## config.mk

```make
export PLATFORM = sky130hd
export DESIGN_NAME = wb_bus_router
export DESIGN_NICKNAME = d
export VERILOG_FILES = /design/src/rtl/wb_bus_pkg.sv /design/src/rtl/wb_bus_decode.sv /design/src/rtl/wb_bus_router.sv
export SDC_FILE = /design/constraint.sdc
export NUM_CORES = 1
export LEC_CHECK = 0
export ABC_AREA = 1
export CAP_MARGIN = 20
export CORE_AREA = 2 2 387 389
export DETAILED_ROUTE_END_ITERATION = 6
export DIE_AREA = 0 0 389 391
export PLACE_DENSITY = 0.37
export SLEW_MARGIN = 40
export SYNTH_ARGS = -nofsm -noshare
export SYNTH_HDL_FRONTEND = slang
export SYNTH_HIERARCHICAL = 1
export SYNTH_SLANG_ARGS = --single-unit
```

## constraint.sdc

```tcl
create_clock -name clk -period 1.9 [get_ports clk]
set_input_delay 0.285 -clock clk [delete_from_list [all_inputs] [get_ports clk]]
set_output_delay 0.285 -clock clk [all_outputs]
set_load 0.02 [all_outputs]
```

## src/rtl/wb_bus_pkg.sv

```systemverilog
// rtl/wb_bus_pkg.sv - shared state encoding and address-decode constants for wb_bus_router
package wb_bus_pkg;

   typedef enum logic [1:0] {
      ST_IDLE = 2'd0,
      ST_REQ  = 2'd1,
      ST_RESP = 2'd2
   } state_t;

   // Bit positions measured down from the address MSB: RAM select is the MSB,
   // the slave index field starts immediately below it.
   localparam int RAM_BIT_OFS  = 1;
   localparam int IDX_MSB_OFS  = 2;

   localparam int DEFAULT_TIMEOUT = 255;

endpackage

```

## src/rtl/wb_bus_decode.sv

```systemverilog
// rtl/wb_bus_decode.sv - combinational CPU address decode into RAM/slave target and forwarded address
module wb_bus_decode
   import wb_bus_pkg::*;
#(
   parameter int ADDR_W   = 32,
   parameter int SEL_BITS = 3,
   parameter int NSLAVE   = 2**SEL_BITS
) (
   input  logic [ADDR_W-1:0]   addr,
   output logic                is_ram,
   output logic [SEL_BITS-1:0] index,
   output logic                unmapped,
   output logic [ADDR_W-1:0]   fwd_addr
);

   localparam logic [SEL_BITS:0] NSLAVE_LIM = (SEL_BITS+1)'(NSLAVE);

   assign is_ram   = ~addr[ADDR_W-RAM_BIT_OFS];
   assign index    = addr[ADDR_W-IDX_MSB_OFS -: SEL_BITS];
   assign unmapped = ~is_ram & ({1'b0, index} >= NSLAVE_LIM);
   // Targets only see the offset inside their window.
   assign fwd_addr = {{(1+SEL_BITS){1'b0}}, addr[ADDR_W-2-SEL_BITS:0]};

endmodule

```

## src/rtl/wb_bus_router.sv

```systemverilog
// rtl/wb_bus_router.sv - CPU to RAM/peripheral router with registered ack; optional watchdog via WB_BUS_ROUTER_TIMEOUT_EN
module wb_bus_router
   import wb_bus_pkg::*;
#(
   parameter int ADDR_W   = 32,
   parameter int DATA_W   = 32,
   parameter int SEL_BITS = 3,
   parameter int NSLAVE   = 2**SEL_BITS,
   parameter int TIMEOUT  = DEFAULT_TIMEOUT
) (
   input  logic                     clk,
   input  logic                     reset,
   input  logic [ADDR_W-1:0]        io_from_cpu_addr,
   input  logic [DATA_W-1:0]        io_from_cpu_dat2,
   input  logic                     io_from_cpu_sel,
   input  logic                     io_from_cpu_we,
   output logic [DATA_W-1:0]        io_from_cpu_dat4,
   output logic                     io_from_cpu_ack,
   output logic                     io_from_cpu_err,
   output logic [ADDR_W-1:0]        io_ram_slave_addr,
   output logic [DATA_W-1:0]        io_ram_slave_dat2,
   output logic                     io_ram_slave_sel,
   output logic                     io_ram_slave_we,
   input  logic [DATA_W-1:0]        io_ram_slave_dat4,
   input  logic                     io_ram_slave_ack,
   output logic [NSLAVE*ADDR_W-1:0] io_slaves_addr,
   output logic [NSLAVE*DATA_W-1:0] io_slaves_dat2,
   output logic [NSLAVE-1:0]        io_slaves_sel,
   output logic [NSLAVE-1:0]        io_slaves_we,
   input  logic [NSLAVE*DATA_W-1:0] io_slaves_dat4,
   input  logic [NSLAVE-1:0]        io_slaves_ack
);

   if (TIMEOUT < 1 || TIMEOUT > 65535 || NSLAVE > 2**SEL_BITS) begin : g_cfg_check
      $error("wb_bus_router: illegal TIMEOUT/NSLAVE parameterisation");
   end

   logic                dec_is_ram;
   logic [SEL_BITS-1:0] dec_index;
   logic                dec_unmapped;
   logic [ADDR_W-1:0]   dec_fwd;

   wb_bus_decode #(
      .ADDR_W   (ADDR_W),
      .SEL_BITS (SEL_BITS),
      .NSLAVE   (NSLAVE)
   ) u_decode (
      .addr     (io_from_cpu_addr),
      .is_ram   (dec_is_ram),
      .index    (dec_index),
      .unmapped (dec_unmapped),
      .fwd_addr (dec_fwd)
   );

   state_t              state;
   logic                tgt_ram;
   logic [SEL_BITS-1:0] tgt_idx;
   logic                req_we;
   logic [ADDR_W-1:0]   addr_q;
   logic                ram_sel_q;
   logic                ram_we_q;
   logic [NSLAVE-1:0]   slv_sel_q;
   logic [NSLAVE-1:0]   slv_we_q;
   logic                ack_q;
   logic                err_q;
   logic [DATA_W-1:0]   dat4_q;

   logic [DATA_W-1:0]   slv_rdata [NSLAVE];
   logic                tgt_ack;
   logic [DATA_W-1:0]   tgt_rdata;
   logic [NSLAVE-1:0]   dec_onehot;

   for (genvar i = 0; i < NSLAVE; i++) begin : g_unpack
      assign slv_rdata[i] = io_slaves_dat4[i*DATA_W +: DATA_W];
   end

   assign dec_onehot = NSLAVE'(1) << dec_index;

   // Only the latched target's ack/data matter; other slaves are ignored.
   always_comb begin
      tgt_ack   = 1'b0;
      tgt_rdata = '0;
      if (tgt_ram) begin
         tgt_ack   = io_ram_slave_ack;
         tgt_rdata = io_ram_slave_dat4;
      end else begin
         tgt_ack   = io_slaves_ack[tgt_idx];
         tgt_rdata = slv_rdata[tgt_idx];
      end
   end

`ifdef WB_BUS_ROUTER_TIMEOUT_EN
   localparam logic [15:0] TIMEOUT_LIM = 16'(TIMEOUT);
   logic [15:0] wd_cnt;
   logic [15:0] wd_cnt_next;
   assign wd_cnt_next = wd_cnt + 16'd1;
`endif

   always_ff @(posedge clk) begin
      if (reset) begin
         state     <= ST_IDLE;
         tgt_ram   <= 1'b0;
         tgt_idx   <= '0;
         req_we    <= 1'b0;
         addr_q    <= '0;
         ram_sel_q <= 1'b0;
         ram_we_q  <= 1'b0;
         slv_sel_q <= '0;
         slv_we_q  <= '0;
         ack_q     <= 1'b0;
         err_q     <= 1'b0;
         dat4_q    <= '0;
`ifdef WB_BUS_ROUTER_TIMEOUT_EN
         wd_cnt    <= '0;
`endif
      end else begin
         case (state)
            ST_IDLE: begin
               ack_q <= 1'b0;
               err_q <= 1'b0;
               if (io_from_cpu_sel) begin
                  addr_q  <= dec_fwd;
                  tgt_ram <= dec_is_ram;
                  tgt_idx <= dec_index;
                  req_we  <= io_from_cpu_we;
`ifdef WB_BUS_ROUTER_TIMEOUT_EN
                  wd_cnt  <= '0;
`endif
                  if (dec_unmapped) begin
                     state <= ST_RESP;
                     ack_q <= 1'b1;
                     err_q <= 1'b1;
                  end else begin
                     state     <= ST_REQ;
                     ram_sel_q <= dec_is_ram;
                     ram_we_q  <= dec_is_ram & io_from_cpu_we;
                     slv_sel_q <= dec_is_ram ? '0 : dec_onehot;
                     slv_we_q  <= dec_is_ram ? '0 : (dec_onehot & {NSLAVE{io_from_cpu_we}});
                  end
               end
            end
            ST_REQ: begin
               if (tgt_ack) begin
                  dat4_q    <= req_we ? '0 : tgt_rdata;
                  ram_sel_q <= 1'b0;
                  ram_we_q  <= 1'b0;
                  slv_sel_q <= '0;
                  slv_we_q  <= '0;
                  ack_q     <= 1'b1;
                  err_q     <= 1'b0;
                  state     <= ST_RESP;
               end
`ifdef WB_BUS_ROUTER_TIMEOUT_EN
               else if (wd_cnt_next == TIMEOUT_LIM) begin
                  dat4_q    <= '0;
                  ram_sel_q <= 1'b0;
                  ram_we_q  <= 1'b0;
                  slv_sel_q <= '0;
                  slv_we_q  <= '0;
                  ack_q     <= 1'b1;
                  err_q     <= 1'b1;
                  state     <= ST_RESP;
               end else begin
                  wd_cnt <= wd_cnt_next;
               end
`endif
            end
            ST_RESP: begin
               ack_q <= 1'b0;
               err_q <= 1'b0;
               state <= ST_IDLE;
            end
            default: state <= ST_IDLE;
         endcase
      end
   end

   assign io_from_cpu_dat4  = dat4_q;
   assign io_from_cpu_ack   = ack_q;
   assign io_from_cpu_err   = err_q;
   assign io_ram_slave_addr = addr_q;
   assign io_ram_slave_dat2 = io_from_cpu_dat2;
   assign io_ram_slave_sel  = ram_sel_q;
   assign io_ram_slave_we   = ram_we_q;
   assign io_slaves_addr    = {NSLAVE{addr_q}};
   assign io_slaves_dat2    = {NSLAVE{io_from_cpu_dat2}};
   assign io_slaves_sel     = slv_sel_q;
   assign io_slaves_we      = slv_we_q;

endmodule
```

* After elaboration in Yosys (flattened, before gate mapping)
Cells that the tools add are included.
** Word-level totals
- Output and inout port bits :: 628
- Register bits after elaboration :: 87
** Operators by class
- Mux-type cells :: 26
- Shift-type cells :: 1
- Eq/ne operators :: 4
- $lt $le $gt $ge :: 2
- Reduce and logical (&&, ||, !) cells :: 9
- Bitwise logic cells :: 4
** Operator list (number)
- $mux 32 :: 4
- $bmux 32 s3 :: 1
- $mux 8 :: 5
- $pmux 8 s2 :: 2
- $and 8x8->8 :: 1
- $pmux 1 s2 :: 4
- $reduce_and 2->1 :: 4
- $shl 1x3->8 const A :: 1
- $mux 1 :: 6
- $ge 4x4->1 const B :: 1
- $lt 3x4->1 const B :: 1
- $mux 2 :: 2
- $ne 2x2->1 const B :: 2
- $not 3->4 :: 1
- $pmux 2 s2 :: 1
- $reduce_bool 2->1 :: 2
- $bmux 1 s3 :: 1
- $reduce_and 3->1 :: 1
- $eq 2x1->1 const B :: 1
- $eq 2x2->1 const B :: 1
- $logic_not 2->1 :: 1
- $reduce_or 2->1 :: 1
- $and 1x1->1 :: 1
- $not 1->1 :: 1

* Logic depth before layout (Yosys ltp)
Gate-level depths: netlist (run 1).
- Word-level depth :: 6
- Depth in mapped cells :: 13
- Depth with buffers taken out :: 11

* Cells and area by module
The synthesis (run 1) kept the hierarchy.
** By module, submodules not included
- wb_bus_router :: area an instance 10461.3 um^2, cells an instance 1646, instances 1
- wb_bus_decode :: area an instance 277.8 um^2, cells an instance 38, instances 1

* Least setup slack after synthesis (run 1)
OpenSTA, ideal clock, no wires.
- Path kind :: register to register
- From :: reg state[1]
- To :: reg slv_we_q[4] (netlist: io_slaves_we[4])
- Cell stages (with the launch flop) :: 8
- Setup time :: 109 ps
- Setup slack :: 418 ps
- Arrival :: 1373 ps
- Clock period less this slack :: 1482 ps
- Buffers on the path :: 1
- Path through :: dfxtp_1 inv_1 ha_1 o21a_1 buf_1 nand4_1 nand2_1 nor2_2
** On the way
- Longest elaborated chain between the ends :: 3
- Elaborated cells on any way between the ends :: 7
- Classes of those cells :: 3 x eq/ne; 1 x mux; 3 x reduce/logical
** Ends and longest elaborated chain
- start: declaration :: RTL line wb_bus_router.sv:55 : state_t state;
- start signal: assignment :: RTL line wb_bus_router.sv:101 : state <= ST_IDLE;
- start signal: assignment :: RTL line wb_bus_router.sv:130 : state <= ST_RESP;
- start signal: assignment :: RTL line wb_bus_router.sv:134 : state <= ST_REQ;
- $eq 2x1->1 or $logic_not 2->1 (tied branches) :: RTL line wb_bus_router.sv:117 : case (state)
- $ne 2x2->1 (no line) or $reduce_bool 2->1 (tied branches)
- $reduce_and 3->1 (no line)
- end signal: assignment :: RTL line wb_bus_router.sv:138 : slv_we_q <= dec_is_ram ? '0 : (dec_onehot & {NSLAVE{io_from_cpu_we}});
- end: declaration :: RTL line wb_bus_router.sv:63 : logic [NSLAVE-1:0] slv_we_q;
Parallel ways exist; a longest one is shown, timed or not.
A chain may end at the register's enable or synchronous reset.

* Final worst setup path (run 1)
- From :: reg tgt_idx[0]
- To :: reg dat4_q[16] (netlist: io_from_cpu_dat4[16])
** On the way
- Longest elaborated chain between the ends :: 6
- Elaborated cells on any way between the ends :: 10
- Classes of those cells :: 8 x mux; 1 x bitwise; 1 x reduce/logical
** Ends and longest elaborated chain
- start: declaration :: RTL line wb_bus_router.sv:57 : logic [SEL_BITS-1:0] tgt_idx;
- start signal: assignment :: RTL line wb_bus_router.sv:124 : tgt_idx <= dec_index;
- $not 3->4 (not written as such) :: RTL line wb_bus_router.sv:88 : tgt_rdata = slv_rdata[tgt_idx];
- $bmux 32 s3 :: RTL line wb_bus_router.sv:88
- $mux 32 (not written as such) (2 in series) :: RTL line wb_bus_router.sv:88
- $mux 32 :: RTL line wb_bus_router.sv:83 : if (tgt_ram) begin
- $mux 32 :: RTL line wb_bus_router.sv:144 : dat4_q <= req_we ? '0 : tgt_rdata;
- end signal: assignment :: RTL line wb_bus_router.sv:144
- end: declaration :: RTL line wb_bus_router.sv:66 : logic [DATA_W-1:0] dat4_q;
Parallel ways exist; a longest one is shown, timed or not. The select of a mux whose other input is x is not followed.

==> results.cfg, run 1 <==
[critical_path]
path_class = flip-flop to flip-flop
r2r.worst_path.cells = 11
cp-start-kind = flip-flop
r2r_end = io_from_cpu_dat4[16]
path_max_fanout = 21
r2r-start = tgt_idx[0]
crit_path_end_kind = flip-flop
crit_arrival_ns = 2.35
rrSetupSlack_ns = -0.17
crit_required_ns = 2.19

[cells_and_area]
synthToLayoutAreaGrowth_pct = 56.75
final_cells = 3769
finish.utilization_pct = 11.33
fin_area_sq_um = 16830
final_cell_mix = clkdlybuf4s50_1, nand2_1, nor2_1
final_common_cell = clkdlybuf4s50_1
fillers = 17370
nets = 2179
drive_gt1_share_pct = 13.05

[logic_synthesis]
synth-compound-area-share_pct = 8.855
synthCells = 1684
synth-xor-area-share_pct = 0
synth_top_family_by_area = buffers and inverters
ys_warn_count = 6
ys_ff_latch = 91
avgSynthCellArea_sq_um = 6.377
synth.area.mux_share_pct = 0
yosysSeqAreaShare_pct = 16.96
syn-cell-area_sq_um = 10740
synth-simple-area-share_pct = 27.10
synthAdderAreaFrac_pct = 0.3495
ys_types = 32

[timing]
whs_ns = 0.3595
fmax_ghz = 0.4838
tightest_slew_ns = 0.6277
final.setup.worst_slack_ns = -0.1669
final-setup-viol-count = 54
hold_violations = 0
clock_skew_ns = 0.01266
setup_tns_ns = -6.629
timing.final.crit_share_pct = 108.8
slew_violations = 0
grt_setup_unrepaired = true
slew-limit-headroom_pct = 58.15
period_needed_ns = 2.067

[clock_tree]
numCtsBuffers = 9
cts.sinks = 91
clkLatencyLatePin_ns = 0.41
clkTransAtPathRegs_ns = 0.08
cts_tree = done
root_buffer = clkbuf_16
cts_max_level = 3
clock_path_buffers = 2

[worst_hold_path]
hp-class = input pin to flip-flop
min_path_cells = 5
min_from = reset
min_to = io_slaves_sel[6]

[detailed_routing]
dr.pass1.iters = 5
wirelength_um = 84160
dr_total_vias = 10850
wl_per_cell_um = 22.33
wl_met3_um = 8622
first_iter_violations = 527
maxUsedRoutingLayer = met5
viasPerCell = 2.879
m1WireLength_um = 32180
antenna_left = 0
remaining_drc_errors = 0
dr_wl_met2_um = 41050

[power]
p_clk_share_pct = 20.4
p_per_area_nw_per_um2 = 635.0
power_frac_comb_pct = 57.2
p_switching_mw = 4.823
switching_share_pct = 45.12
seqPwrFrac_pct = 22.4
intPower_mw = 5.866
vdd_ir_drop_max_v = 0.0004507
power.static_leakage_nw = 6.921

[global_route]
grt_pass1_vias = 10600
grt_usage_pct = 10.61
antenna_found_initial = 65
grt_overflow = 0
grt_pass1_wl_um = 106300
grt_max_degree = 36

[place]
postPlaceCellArea_sq_um = 16090
io_buffers = 672
gp_congestion = 0.8129
dpl.cell_count = 3728
hpwl_um = 72040

[floorplan]
core_region_area_sq_um = 148500
rows = 142
io_pins = 993
dieArea_sq_um = 152100
fp.dieW_um = 389
start_util_pct = 7.230
die_h_um = 391

[run_status]
violations = setup timing
status = finished, violations left

[flow_run]
maxCapViolations = 0
==> logic make-up after synthesis <==
| family | Yosys count |
|---|---|
| other | 1 |
| AND/OR/NAND/NOR | 684 |
| buffers and inverters | 722 |
| AO/OA/AOI/OAI | 183 |
| flip-flops | 91 |
| adder cells (fa/ha/maj) | 3 |
==> power groups by stage <==
| stage | combinational [mW] | sequential, mW | clock [mW] |
|---|---|---|---|
| after floorplan | 4.08 | 2.54 | 0 |
| after global placement | 6.34 | 2.45 | 0 |
| after detailed placement | 6.31 | 2.45 | 0 |
| after CTS | 6.31 | 2.41 | 2.44 |
| after global routing | 6.61 | 2.44 | 2.45 |
| final | 6.12 | 2.39 | 2.18 |
==> flip-flops by register name (all words and copies together) (netlist names) <==
signal / count
io_from_cpu_err: 1
io_slaves_we: 8
tgt_idx: 3
io_from_cpu_ack: 1
tgt_ram: 1
io_ram_slave_we: 1
io_ram_slave_addr: 32
io_slaves_sel: 8
io_ram_slave_sel: 1
req_we: 1
io_from_cpu_dat4: 32
state: 2
==> how the worst max path moves through the flow <==
stage | start | to | slack, ns | depth (start not counted)
detailed placement | io_slaves_ack[5] | io_from_cpu_dat4[9] | -0.57 | 10
global placement | io_slaves_ack[5] | io_from_cpu_dat4[6] | -0.56 | 10
floorplan | state[1] | io_slaves_we[4] | 0.42 | 7
global route | tgt_idx[0] | io_from_cpu_dat4[28] | -0.32 | 13
CTS | tgt_idx[0] | io_from_cpu_dat4[9] | -0.28 | 12
finish | tgt_idx[0] | io_from_cpu_dat4[16] | -0.17 | 11
==> worst max-delay path: stages, from the launching register on <==
cell	delay [ns]
dfxtp_4	0.43
inv_8	0.08
buf_16	0.15
buf_4	0.19
buf_12	0.17
o21ai_1	0.28
o22ai_1	0.13
nand2_1	0.08
nand3_1	0.12
buf_12	0.17
nand3_2	0.07
a21oi_2	0.05
==> layout make-up <==
| type | instances | area, sq um | share of cell area, % |
|---|---|---|---|
| tap | 1944 | 2432 | 14.45 |
| clock buffer | 9 | 225.2 | 1.338 |
| multi-input combinational | 875 | 4141 | 24.60 |
| clock inverter | 7 | 82.58 | 0.4906 |
| inverter | 53 | 210.2 | 1.249 |
| antenna | 9 | 22.52 | 0.1338 |
| sequential | 91 | 1862 | 11.06 |
| timing repair buffer | 781 | 7858 | 46.68 |
==> stage by stage <==
| stage | power (mW) | setup WS [ns] |
|---|---|---|
| 2_1_floorplan | 6.622 | 0.4181 |
| 3_3_place_gp | 8.783 | -0.5633 |
| 3_5_place_dp | 8.767 | -0.5745 |
| 4_1_cts | 11.17 | -0.2788 |
| 5_1_grt | 11.50 | -0.3174 |
| 6_report | 10.69 | -0.1669 |
==> timing repair <==
item                       in CTS  in global routing
resized for setup             221                 42
pin swaps                      10                  3
cloned                          5                  0
setup endpoints to repair     344                 95
setup buffers                  11                  0
hold buffers                    0                  0
==> Yosys cell counts, drive strengths merged <==
library cell / number / area share (%)
clkinv: 2 / 0.070
nor3: 2 / 0.093
o21ai: 122 / 5.7
nand3b: 1 / 0.070
dfxtp: 91 / 17
nand2: 254 / 8.9
conb: 1 / 0.035
buf: 637 / 44
clkbuf: 32 / 1.1
nand4: 10 / 0.58
nand3: 167 / 8.2
ha: 3 / 0.35
o22ai: 17 / 0.99
a21oi: 43 / 2.1
nor2: 232 / 8.1
and3: 1 / 0.058
inv: 51 / 1.8
o21a: 1 / 0.070
or2: 17 / 0.99
==> metal layers <==
metal | up-vias | track usage, %
met3 | 204 | 4.678
met2 | 657 | 18.73
li1 | 5019 | -
met4 | 58 | 2.502
met5 | - | 0
met1 | 4913 | 11.57
(Power assumes the default switching activity.)
==> run 2, diff against run 1 <==
--- a/config.mk
+++ b/config.mk
@@ -8,6 +8,7 @@
 export ABC_AREA = 1
 export CAP_MARGIN = 20
 export CORE_AREA = 2 2 387 389
+export CTS_BUF_LIST = sky130_fd_sc_hd__clkbuf_2 sky130_fd_sc_hd__clkbuf_4 sky130_fd_sc_hd__clkbuf_8
 export DETAILED_ROUTE_END_ITERATION = 6
 export DIE_AREA = 0 0 389 391
 export PLACE_DENSITY = 0.37
==> results.cfg, run 2 (same netlist as run 1, synthesis figures left out) <==
[clock_tree]
numCtsBuffers = 9
clkLatencyLatePin_ns = 0.49
clkTransAtPathRegs_ns = 0.12
cts_hold_buf = 0
root_buffer = clkbuf_8
cts_tree = done
cts.sinks = 91
cts_max_level = 3
clock_path_buffers = 2

[critical_path]
critical_path.startpoint = tgt_idx[0]
r2r-start = tgt_idx[0]
r2r.worst_path.cells = 11
crit_required_ns = 2.27
rrSetupSlack_ns = -0.19
crit_path_end_kind = flip-flop
path_class = flip-flop to flip-flop
path_max_fanout = 17
cp-start-kind = flip-flop
r2r_end = io_from_cpu_dat4[19]
crit_arrival_ns = 2.46

[floorplan]
dieArea_sq_um = 152100
start_util_pct = 7.230
die_h_um = 391
core_region_area_sq_um = 148500
io_pins = 993
fp.dieW_um = 389
rows = 142

[detailed_routing]
wl_per_cell_um = 22.26
dr_total_vias = 10840
remaining_drc_errors = 0
dr.pass1.iters = 5
viasPerCell = 2.870
wirelength_um = 84080
first_iter_violations = 525
antenna_left = 0

[cells_and_area]
nets = 2184
fin_area_sq_um = 16690
register_area_sq_um = 1878
finish.utilization_pct = 11.24
final_common_cell = clkdlybuf4s50_1
fillers = 17460
synthToLayoutAreaGrowth_pct = 55.40
drive_gt1_share_pct = 14.17
multi_input_area_sq_um = 4179
final_cells = 3777
final_cell_mix = clkdlybuf4s50_1, dlygate4sd2_1, nand2_1

[place]
io_buffers = 672
postPlaceCellArea_sq_um = 16090
gp_congestion = 0.8129
dpl.cell_count = 3728
hpwl_um = 72040

[power]
p_per_area_nw_per_um2 = 606.2
power.static_leakage_nw = 7.196
p_total_mw = 10.12
vdd_ir_drop_max_v = 0.0003399

[timing]
grt_setup_unrepaired = true
hold_violations = 0
tightest_slew_ns = 0.5882
period_needed_ns = 2.092
final-setup-viol-count = 53
slew-limit-headroom_pct = 60.79
slew_violations = 0
clock_skew_ns = 0.01872
whs_ns = 0.2801
timing.final.crit_share_pct = 110.1
fmax_ghz = 0.4780
final.setup.worst_slack_ns = -0.1919

[global_route]
grt_overflow = 0
grt_pass1_vias = 10650
antenna_found_initial = 67
grt_max_degree = 36
grt_pass1_wl_um = 106600
grt_usage_pct = 10.62

[worst_hold_path]
min_path_cells = 5
min_to = io_slaves_sel[6]
hp-class = input pin to flip-flop
min_from = reset

[flow_run]
maxCapViolations = 0

[run_status]
violations = setup timing
status = finished, violations left
-- run 2: cell types whose count changed in the layout (fill, tap and decap cells not counted), moves of 6 or more --
| cell | delta |
|---|---|
| dlygate4sd2_1 | +160 |
| clkdlybuf4s50_1 | -139 |
| dlymetal6s2s_1 | -23 |
| nand2_1 | -10 |
| clkbuf_8 | +9 |
| a21oi_1 | +8 |
| a21oi_2 | -8 |
| clkbuf_16 | -8 |
| o21ai_0 | -7 |
| nand2_2 | +6 |
-- run 2: metal layers --
metal	track usage, %	up-vias	part of all wire [%]
met5	0	-	0.43
met4	2.565	60	2.6
met3	4.725	204	10
met2	18.78	624	49
met1	11.50	4918	38
li1	-	5035	-
-- run 2: timing repair --
item | in CTS | in global routing
buffers inserted | 12 | 1
pin swaps | 16 | 6
endpoints found under the setup margin | 364 | 55
cloned | 8 | 1
gates resized for setup | 436 | 5
-- run 2: critical path: stages (launching register included) --
cell,delay [ns]
dfxtp_4,0.42
buf_4,0.15
buf_4,0.16
buf_12,0.15
or2_2,0.29
o21ai_1,0.14
o22ai_1,0.11
nand2_1,0.07
nand3_1,0.12
buf_4,0.20
nand3_1,0.08
a21oi_1,0.06
-- run 2: worst max path at each step --
stage / end / slack, ns
after detailed placement: io_from_cpu_dat4[9] / -0.57
after floorplan: io_slaves_we[4] / 0.42
final: io_from_cpu_dat4[19] / -0.19
after CTS: io_from_cpu_dat4[10] / -0.23
after global placement: io_from_cpu_dat4[6] / -0.56
after global routing: io_from_cpu_dat4[23] / -0.27
-- run 2: layout make-up --
type / instances / share of cell area [%]
Inverter: 53 / 1.260
Multi-Input combinational cell: 875 / 25.04
Clock inverter: 7 / 0.4948
Timing Repair Buffer: 786 / 46.45
Tap cell: 1944 / 14.57
Antenna cell: 12 / 0.1799
Sequential cell: 91 / 11.25
Clock buffer: 9 / 0.7422
-- run 2: report_power, final --
part	leakage, nW	internal [mW]	total (mW)	switching, mW
clock	0.104	0.633	1.71	1.07
sequential	0.758	2.11	2.39	0.278
combinational	6.33	2.55	6.02	3.47
-- run 2: metrics by stage --
step | worst slack (ns) | setup TNS (ns)
3_5_place_dp | -0.5745 | -26.66
2_1_floorplan | 0.4181 | 0
3_3_place_gp | -0.5633 | -26.74
6_report | -0.1919 | -4.118
4_1_cts | -0.2348 | -8.784
5_1_grt | -0.2717 | -11.20
==> run 3, diff against run 2 <==
--- a/config.mk
+++ b/config.mk
@@ -11,6 +11,7 @@
 export CTS_BUF_LIST = sky130_fd_sc_hd__clkbuf_2 sky130_fd_sc_hd__clkbuf_4 sky130_fd_sc_hd__clkbuf_8
 export DETAILED_ROUTE_END_ITERATION = 6
 export DIE_AREA = 0 0 389 391
+export HOLD_SLACK_MARGIN = 0.15
 export PLACE_DENSITY = 0.37
 export SLEW_MARGIN = 40
 export SYNTH_ARGS = -nofsm -noshare
==> results of run 3 <==
Final layout, timing and power as in run 2 (identical DEF).
